## config.mk

```make
export PLATFORM = sky130hd
export DESIGN_NAME = mc_control_unit
export DESIGN_NICKNAME = d
export VERILOG_FILES = /design/src/rtl/mc_ctrl_pkg.sv /design/src/rtl/mc_control_unit_opclass.sv /design/src/rtl/mc_control_unit.sv
export SDC_FILE = /design/constraint.sdc
export NUM_CORES = 1
export LEC_CHECK = 0
export ABC_CLOCK_PERIOD_IN_PS = 4300
export CAP_MARGIN = 10
export CORE_MARGIN = 2
export CORE_UTILIZATION = 38
export DETAILED_ROUTE_END_ITERATION = 8
export GPL_TIMING_DRIVEN = 0
export PLACE_DENSITY = 0.85
export SYNTH_ARGS = -nofsm -noshare
export SYNTH_HDL_FRONTEND = slang
export SYNTH_SLANG_ARGS = --single-unit
export TNS_END_PERCENT = 30
```

## constraint.sdc

```tcl
create_clock -name clk -period 4.3 [get_ports clk]
set_input_delay 1.29 -clock clk [delete_from_list [all_inputs] [get_ports clk]]
set_output_delay 1.29 -clock clk [all_outputs]
set_load 0.01 [all_outputs]
```

## src/rtl/mc_ctrl_pkg.sv

```systemverilog
// rtl/mc_ctrl_pkg.sv - opcode, state and mux-select encodings for the multi-cycle control unit
package mc_ctrl_pkg;

  localparam logic [5:0] OP_R    = 6'b000000;
  localparam logic [5:0] OP_ADDI = 6'b001000;
  localparam logic [5:0] OP_LI   = 6'b100111;
  localparam logic [5:0] OP_LW   = 6'b100011;
  localparam logic [5:0] OP_SW   = 6'b101011;
  localparam logic [5:0] OP_J    = 6'b000010;
  localparam logic [5:0] OP_BEQ  = 6'b000100;
  localparam logic [5:0] OP_BNE  = 6'b000101;

  typedef enum logic [3:0] {
    ST_IDLE   = 4'd0,
    ST_FETCH  = 4'd1,
    ST_DECODE = 4'd2,
    ST_MEMADR = 4'd3,
    ST_MEMRD  = 4'd4,
    ST_MEMWB  = 4'd5,
    ST_MEMWR  = 4'd6,
    ST_EXEC   = 4'd7,
    ST_ALUWB  = 4'd8,
    ST_IEXEC  = 4'd9,
    ST_IWB    = 4'd10,
    ST_BRANCH = 4'd11,
    ST_JUMP   = 4'd12,
    ST_TRAP   = 4'd13
  } state_t;

  localparam logic [1:0] ALU_ADD   = 2'b00;
  localparam logic [1:0] ALU_SUB   = 2'b01;
  localparam logic [1:0] ALU_FUNCT = 2'b10;

  localparam logic [1:0] SRCB_REG     = 2'b00;
  localparam logic [1:0] SRCB_FOUR    = 2'b01;
  localparam logic [1:0] SRCB_IMM     = 2'b10;
  localparam logic [1:0] SRCB_IMM_SH2 = 2'b11;

  localparam logic [1:0] PCSRC_ALU    = 2'b00;
  localparam logic [1:0] PCSRC_ALUOUT = 2'b01;
  localparam logic [1:0] PCSRC_JUMP   = 2'b10;

endpackage

```

## src/rtl/mc_control_unit_opclass.sv

```systemverilog
// rtl/mc_control_unit_opclass.sv - opcode to post-DECODE state decoder with li/bne/lw qualifiers
module mc_opclass
  import mc_ctrl_pkg::*;
(
  input  logic [5:0] opcode,
  output state_t     next_state,
  output logic       is_li,
  output logic       is_bne,
  output logic       is_lw
);

  always_comb begin
    next_state = ST_TRAP;
    case (opcode)
      OP_R:          next_state = ST_EXEC;
      OP_ADDI, OP_LI: next_state = ST_IEXEC;
      OP_LW, OP_SW:  next_state = ST_MEMADR;
      OP_BEQ, OP_BNE: next_state = ST_BRANCH;
      OP_J:          next_state = ST_JUMP;
      default:       next_state = ST_TRAP;
    endcase
  end

  assign is_li  = (opcode == OP_LI);
  assign is_bne = (opcode == OP_BNE);
  assign is_lw  = (opcode == OP_LW);

endmodule

```

## src/rtl/mc_control_unit.sv

```systemverilog
// rtl/mc_control_unit.sv - multi-cycle MIPS control FSM owning the instruction register
module mc_control_unit
  import mc_ctrl_pkg::*;
#(
  parameter bit MEM_WAIT  = 1'b1,
  parameter bit TRAP_HALT = 1'b1,
  parameter int CNT_W     = 8
) (
  input  logic             clk,
  input  logic             rst_n,
  input  logic [31:0]      mem_rdata,
  input  logic             mem_ready,
  output logic [5:0]       opcode,
  output logic [5:0]       funct,
  output logic [4:0]       rs,
  output logic [4:0]       rt,
  output logic [4:0]       rd,
  output logic [4:0]       shamt,
  output logic [15:0]      imm,
  output logic [25:0]      jaddr,
  output logic             ir_write,
  output logic             pc_write,
  output logic             pc_write_cond,
  output logic             branch_ne,
  output logic             i_or_d,
  output logic             mem_read,
  output logic             mem_write,
  output logic             mem_to_reg,
  output logic             reg_dst,
  output logic             reg_write,
  output logic             alu_src_a,
  output logic             alu_a_zero,
  output logic [1:0]       alu_src_b,
  output logic [1:0]       pc_src,
  output logic [1:0]       alu_op,
  output logic             illegal,
  output logic [CNT_W-1:0] err_cnt,
  output logic [3:0]       state
);

  state_t           r_state;
  state_t           w_next;
  state_t           w_dec_next;
  logic [31:0]      r_ir;
  logic [CNT_W-1:0] r_err_cnt;
  logic             w_ready;
  logic             w_is_li;
  logic             w_is_bne;
  logic             w_is_lw;

  assign w_ready = MEM_WAIT ? mem_ready : 1'b1;

  mc_opclass u_opclass (
    .opcode     (r_ir[31:26]),
    .next_state (w_dec_next),
    .is_li      (w_is_li),
    .is_bne     (w_is_bne),
    .is_lw      (w_is_lw)
  );

  always_ff @(posedge clk or negedge rst_n) begin
    if (!rst_n) begin
      r_state <= ST_IDLE;
    end else begin
      r_state <= w_next;
    end
  end

  always_ff @(posedge clk or negedge rst_n) begin
    if (!rst_n) begin
      r_ir <= '0;
    end else if (ir_write) begin
      r_ir <= mem_rdata;
    end
  end

  // Counted on the DECODE->TRAP transition so a halted trap counts only once.
  always_ff @(posedge clk or negedge rst_n) begin
    if (!rst_n) begin
      r_err_cnt <= '0;
    end else if (r_state == ST_DECODE && w_dec_next == ST_TRAP && r_err_cnt != '1) begin
      r_err_cnt <= r_err_cnt + {{(CNT_W-1){1'b0}}, 1'b1};
    end
  end

  always_comb begin
    w_next        = r_state;
    ir_write      = 1'b0;
    pc_write      = 1'b0;
    pc_write_cond = 1'b0;
    branch_ne     = 1'b0;
    i_or_d        = 1'b0;
    mem_read      = 1'b0;
    mem_write     = 1'b0;
    mem_to_reg    = 1'b0;
    reg_dst       = 1'b0;
    reg_write     = 1'b0;
    alu_src_a     = 1'b0;
    alu_a_zero    = 1'b0;
    alu_src_b     = SRCB_REG;
    pc_src        = PCSRC_ALU;
    alu_op        = ALU_ADD;
    illegal       = 1'b0;
    case (r_state)
      ST_IDLE: w_next = ST_FETCH;
      ST_FETCH: begin
        mem_read  = 1'b1;
        alu_src_b = SRCB_FOUR;
        ir_write  = w_ready;
        pc_write  = w_ready;
        if (w_ready) w_next = ST_DECODE;
      end
      ST_DECODE: begin
        alu_src_b = SRCB_IMM_SH2;
        w_next    = w_dec_next;
      end
      ST_MEMADR: begin
        alu_src_a = 1'b1;
        alu_src_b = SRCB_IMM;
        w_next    = w_is_lw ? ST_MEMRD : ST_MEMWR;
      end
      ST_MEMRD: begin
        mem_read = 1'b1;
        i_or_d   = 1'b1;
        if (w_ready) w_next = ST_MEMWB;
      end
      ST_MEMWB: begin
        reg_write  = 1'b1;
        mem_to_reg = 1'b1;
        w_next     = ST_FETCH;
      end
      ST_MEMWR: begin
        mem_write = 1'b1;
        i_or_d    = 1'b1;
        if (w_ready) w_next = ST_FETCH;
      end
      ST_EXEC: begin
        alu_src_a = 1'b1;
        alu_op    = ALU_FUNCT;
        w_next    = ST_ALUWB;
      end
      ST_ALUWB: begin
        reg_write = 1'b1;
        reg_dst   = 1'b1;
        w_next    = ST_FETCH;
      end
      ST_IEXEC: begin
        alu_src_a  = 1'b1;
        alu_src_b  = SRCB_IMM;
        alu_a_zero = w_is_li;
        w_next     = ST_IWB;
      end
      ST_IWB: begin
        reg_write = 1'b1;
        w_next    = ST_FETCH;
      end
      ST_BRANCH: begin
        alu_src_a     = 1'b1;
        alu_op        = ALU_SUB;
        pc_src        = PCSRC_ALUOUT;
        pc_write_cond = 1'b1;
        branch_ne     = w_is_bne;
        w_next        = ST_FETCH;
      end
      ST_JUMP: begin
        pc_write = 1'b1;
        pc_src   = PCSRC_JUMP;
        w_next   = ST_FETCH;
      end
      ST_TRAP: begin
        illegal = 1'b1;
        w_next  = TRAP_HALT ? ST_TRAP : ST_FETCH;
      end
      default: w_next = ST_IDLE;
    endcase
  end

  assign opcode  = r_ir[31:26];
  assign rs      = r_ir[25:21];
  assign rt      = r_ir[20:16];
  assign rd      = r_ir[15:11];
  assign shamt   = r_ir[10:6];
  assign funct   = r_ir[5:0];
  assign imm     = r_ir[15:0];
  assign jaddr   = r_ir[25:0];
  assign err_cnt = r_err_cnt;
  assign state   = r_state;

endmodule

```

==> qor.yml, run 1 <==
outcome: "complete, but fails checks"
violations: "design-rule violations"
diodes: 0
synth_edf_count: 0
pwr-share-seq_pct: 25.4
die_width_um: 85.9
pwr-share-clk_pct: 10.2
arrival_ps: 2940
start_util_pct: 39.7
final_net_count: 476
grt_overflow: 0
vias: 2497
worst_slack_ps: 67.3
die_area_um2: 7380
power.share.switching_pct: 38.5
crit_path_start_kind: "input pin"
utilization_pct: 65.1
cp-end-kind: "primary output"
post-place-ws_ps: -183
syn_inst: 293
firstDrtPassIters: 9
hold_class: "reg -> reg"
setup_violations: 0
cp_max_fo: 10
final_layout_size_suffix_gt1_share_pct: 17.9
regArea_um2: 1100
worstMarginPinSlew_ps: 478
ys_types: 48
synthSimpleGateAreaFrac_pct: 29.7
synth_top_flop_cell: "dfrtp_1"
ys_ff_latch: 44
grt_pass1_vias: 2543
cts_setup_buffers: 0
io_pins: 140
wire_per_inst_um: 13.7
hold-worst-slack_ps: 518
syn_area_um2: 2550
r2r_slack_ps: 2460
cts-buffers-inserted: 5
synth_compound_area_share_pct: 6.09
numPortBuffers: 139
powerDensity_nw_per_um2: 753
cts_hold_buf: 0
p_sw_mw: 1.21
finalClockSkew_ps: 9.69
ir_drop_uv: 429
finalSetupTns_ps: 0
synthAdderAreaFrac_pct: 0.491
gp_congestion: 0.868
cts_tree: "done"
multi_input_area_um2: 1030
die_h_um: 85.9
netlist_top_cells_area: "dfrtp_1 (43%), nand2_1 (15%), buf_4 (13%), xor2_1 (2.1%), nor3_1 (2.0%)"
async_flop_share_pct: 100
synth_xor_area_share_pct: 3.09
cts_root_buffer: "clkbuf_8"
fmax_mhz: 236
cts_sinks: 44
internal_power_mw: 1.94
synthMuxAreaShare_pct: 0.442
fillers: 546
antenna_left: 0
finalCriticalPeriod_ps: 4230
dp_hpwl_mm: 5.64
area_delta_synth_final_pct: 64.1
coreArea_um2: 6420
yosysSeqAreaShare_pct: 43.2
fin_crit_sh_pct: 98.4
synth.avg_cell_area_um2: 8.70
rsz0062_at_grt: "no"
grt_max_degree: 26
cts_htree_levels: 2
maxSlewHeadroom_pct: 67.9
synth_largest_area_cell: "dfrtp_1"
totalPowerFinal_mw: 3.15
synth_nets: 329
drc: 6
grt_antenna_before_repair: 0
synth_top_cell_area_share_pct: 43.2
num_rows: 29
leakagePower_nw: 1.89
ys_top_cells_by_count: "nand2_1 (104), buf_4 (45), dfrtp_1 (44)"
vias_per_cell: 4.82
maxCapViolCount: 0
hold_viol: 0
track_usage_pct: 19.5
yosysMostFrequentCell: "nand2_1"
clk_pin_slew_ps: 90
slew_viol_final: 0
routed_wl_mm: 7.12
yosys_warnings: 0
synth_top_family_by_area: "simple AND/OR/NAND/NOR gates"
required_ps: 3010
critPathKind: "in -> out"
p_comb_share_pct: 64.4
clock_latency_ps: 290
ctsLongestPathBuffers: 2
drt-initial-drc-count: 87
grt_pass1_wl_mm: 11.9
what timing repair did:
action,CTS,global route
setup endpoints to repair,1,1
resized for setup,3,1
pin swaps,0,0
endpoints found under the hold margin,0,0
logic make-up (layout without fill, tap and decap cells):
group,count (synthesis),count (layout)
XOR/XNOR,9,9
adder cells (fa/ha/maj),1,1
AO/OA/AOI/OAI,20,20
multiplexers,1,1
AND/OR/NAND/NOR,157,157
buffers and inverters,61,209
flip-flops,44,44
final cells by class:
type	instances	share of cell area [%]
Clock buffer	5	1.65
Clock inverter	3	1.11
Inverter	4	0.479
Tap cell	77	2.30
Multi-Input combinational cell	188	24.6
Buffer	57	9.93
Sequential cell	44	26.3
Timing Repair Buffer	140	33.6
stage by stage:
stage / cells / instance area, µm²
after floorplan: 293 / 2550
after global placement: 509 / 4040
after detailed placement: 510 / 4050
after CTS: 518 / 4170
after global routing: 518 / 4180
final: 518 / 4180
critical path, cell delays in order:
cell             delay [ps]
clkdlybuf4s50_1         610
nand3_4                 170
inv_2                   130
buf_4                   180
clkdlybuf4s50_1         550
registers in the layout, summed over array words and instances (netlist names):
register  flops
err_cnt       8
r_ir         32
state         4
final timing paths:
check | from | cells past startpoint | end
setup / recovery | mem_ready | 5 | ir_write
hold / removal | r_ir[19] | 2 | r_ir[19]
setup reg to reg | err_cnt[0] | 6 | err_cnt[1]
hold reg to reg | r_ir[19] | 2 | r_ir[19]
max in group asynchronous | rst_n | 2 | r_ir[29]
min in group asynchronous | rst_n | 1 | err_cnt[4]
cell usage in the layout, fill, tap and decap left out, types with 3 or more instances in the layout:
master,netlist,final
clkdlybuf4s50_1,0,138
nand2_1,104,104
buf_4,45,46
dfrtp_1,44,44
nor3_1,10,10
nor2_1,7,7
clkbuf_8,1,6
nand2b_1,6,6
xor2_1,6,6
clkbuf_1,5,5
buf_2,4,4
a21oi_1,4,4
xnor2_1,3,3
nand3_1,4,3
nor4_1,3,3
or3_1,3,3
nor4_2,3,3
metal layers:
metal,track usage [%],routed length (µm),share of wire (%)
met2,35.2,3750,53
met4,5.05,97,1.4
met5,0,0,0
met1,23.7,2840,40
met3,3.75,429,6.0
power groups by stage:
| stage | Combinational (mW) | Clock (mW) | Sequential, mW |
|---|---|---|---|
| floorplan | 0.946 | 0 | 0.846 |
| global placement | 1.97 | 0 | 0.796 |
| detailed placement | 2.02 | 0 | 0.806 |
| CTS | 2.03 | 0.332 | 0.802 |
| global route | 2.18 | 0.350 | 0.835 |
| finish | 2.03 | 0.321 | 0.799 |
Note: power is estimated with default switching activity, not from simulation.
==> run 2, diff against run 1 <==
--- a/config.mk
+++ b/config.mk
@@ -7,6 +7,7 @@
 export LEC_CHECK = 0
 export ABC_CLOCK_PERIOD_IN_PS = 4300
 export CAP_MARGIN = 10
+export CORE_ASPECT_RATIO = 2
 export CORE_MARGIN = 2
 export CORE_UTILIZATION = 38
 export DETAILED_ROUTE_END_ITERATION = 8
==> run 2 against run 1 <==
The run now ends clean. Global-route usage rose by 1.2 points. Non-clock buffer count is the same. Clock power is 39% higher. First-iteration DRC count increased by 57%. Maximum frequency increased by 9.0%. Worst setup slack better by 350 ps. Cell area rose by 2.1%. Critical path type unchanged. Total power up 3.6%.
==> qor.yml, run 2 (synthesis gave the netlist of run 1 again) <==
outcome: "complete, no violations"
ir_drop_uv: 444  # +3.6%
grt_overflow: 0  # unchanged
setup_violations: 0  # unchanged
io_pins: 140  # unchanged
leakagePower_nw: 1.94  # +2.5%
worst_path_largest_cell_delay_ps: 550  # -60 ps
fillers: 522  # -4.4%
hold-worst-slack_ps: 496  # -22.2 ps
clock_latency_ps: 290  # about the same
antenna_left: 0  # unchanged
cp-end-kind: "primary output"
grt_max_degree: 25  # -3.8%
die_h_um: 120  # +39%
num_rows: 42  # +45%
critPathKind: "in -> out"
dp_hpwl_mm: 5.71  # +1.2%
finalCriticalPeriod_ps: 3880  # -349 ps
finalClockSkew_ps: 3.06  # -6.63 ps
wire_per_inst_um: 13.6  # -1.3%
worstMarginPinSlew_ps: 606  # +128 ps
grt_pass1_wl_mm: 11.6  # -2.3%
diodes: 0  # unchanged
clk_pin_slew_ps: 60  # -30 ps
use_met2_pct: 36.3  # +1.1 points
die_area_um2: 7420  # +0.54%
routed_wl_mm: 7.18  # +0.76%
totalPowerFinal_mw: 3.26  # +3.6%
cts_tree: "done"
fin_crit_sh_pct: 90.3  # -8.1 points
layout_common_cells: "clkdlybuf4s50_1 (137), nand2_1 (104), buf_4 (46)"
final_net_count: 476  # unchanged
drt-initial-drc-count: 137  # +57%
grt_antenna_before_repair: 0  # unchanged
hold_viol: 0  # unchanged
hold_class: "reg -> reg"
start_util_pct: 38.8  # -0.88 points
ctsLongestPathBuffers: 2  # unchanged
powerDensity_nw_per_um2: 765  # +1.5%
maxCapViolCount: 0  # unchanged
regMostFlops: "r_ir"
area_delta_synth_final_pct: 67.5
cts_sinks: 44  # unchanged
slowest_stage: "clkdlybuf4s50_1"
required_ps: 3010  # about the same
grt.met1_usage_pct: 21.9  # -1.9 points
cts_hold_buf: 0  # unchanged
fmax_mhz: 257  # +9.0%
final_common_cell: "clkdlybuf4s50_1"
arrival_ps: 2590  # -350 ps
final_layout_size_suffix_gt1_share_pct: 17.7  # -0.23 points
die_width_um: 61.9  # -28%
busiest_layer: "met2"
slew_viol_final: 0  # unchanged
drc: 0  # -6
cp_max_fo: 10  # unchanged
track_usage_pct: 20.8  # +1.2 points
coreArea_um2: 6570  # +2.3%
met3_usage_pct: 4.85  # +1.1 points
firstDrtPassIters: 4  # -5
maxSlewHeadroom_pct: 59.6  # -8.2 points
cts_root_buffer: "clkbuf_16"
path_cells: "dlymetal6s2s_1 -> nand3_4 -> inv_1 -> buf_4 -> clkdlybuf4s50_1"
cts_htree_levels: 2  # unchanged
gp_congestion: 0.881  # +1.4%
vias_per_cell: 4.72  # -2.1%
numPortBuffers: 139  # unchanged
vias: 2496  # -0.040%
cts-buffers-inserted: 5  # unchanged
largest_register_ffs: 32  # unchanged
crit_path_start_kind: "input pin"
rsz0062_at_grt: "no"
grt_pass1_vias: 2502  # -1.6%
-- run 2: where the power goes --
part / internal (mW) / switching, mW
registers: 0.592 / 0.212
clock network: 0.291 / 0.157
logic: 1.17 / 0.840
-- run 2: worst max-delay path: cells and delay by family --
family / cells / cell delay, ps
buffers and inverters: 4 / 1120
AND/OR/NAND/NOR: 1 / 170
-- run 2: final timing paths --
check / cells past startpoint / to / slack (ps) / startpoint
min reg2reg: 1 / err_cnt[6] / 500 / err_cnt[6]
max: 5 / ir_write / 420 / mem_ready
max reg2reg: 6 / err_cnt[1] / 2470 / err_cnt[0]
max in group asynchronous: 2 / state[1] / 2780 / rst_n
min: 1 / err_cnt[6] / 500 / err_cnt[6]
min in group asynchronous: 1 / r_ir[19] / 1010 / rst_n
-- run 2: through the flow --
stage	area, µm²	std cells	setup slack (ps)	setup TNS, ps	util, %
after global placement	4050	520	-167	-167	61.7
after detailed placement	4070	521	-171	-171	62.0
final	4270	529	416	0	65.0
after global routing	4270	529	330	0	65.0
after CTS	4270	529	39.3	0	64.9
after floorplan	2550	293	1210	0	-
-- run 2: cell type report --
type	instances	area (µm²)	share of cell area, %
flip-flops and latches	44	1100	25.8
inverters	4	20.0	0.469
repair buffers	140	1420	33.2
well taps	88	110	2.58
plain buffers	57	415	9.73
clock inverters	2	38.8	0.909
multi-input cells	188	1030	24.1
clock buffers	6	139	3.25
-- run 2: timing repair --
| item | 4_1_cts | 5_1_grt |
|---|---|---|
| gates resized for setup | 3 | 1 |
| endpoints found under the setup margin | 1 | 1 |
| buffers inserted | 0 | 0 |
-- run 2: routing by layer --
metal | vias up | wire [µm]
met2 | 101 | 3970
met3 | 19 | 395
met4 | 0 | 286
met1 | 1170 | 2530
li1 | 1206 | -
met5 | - | 0
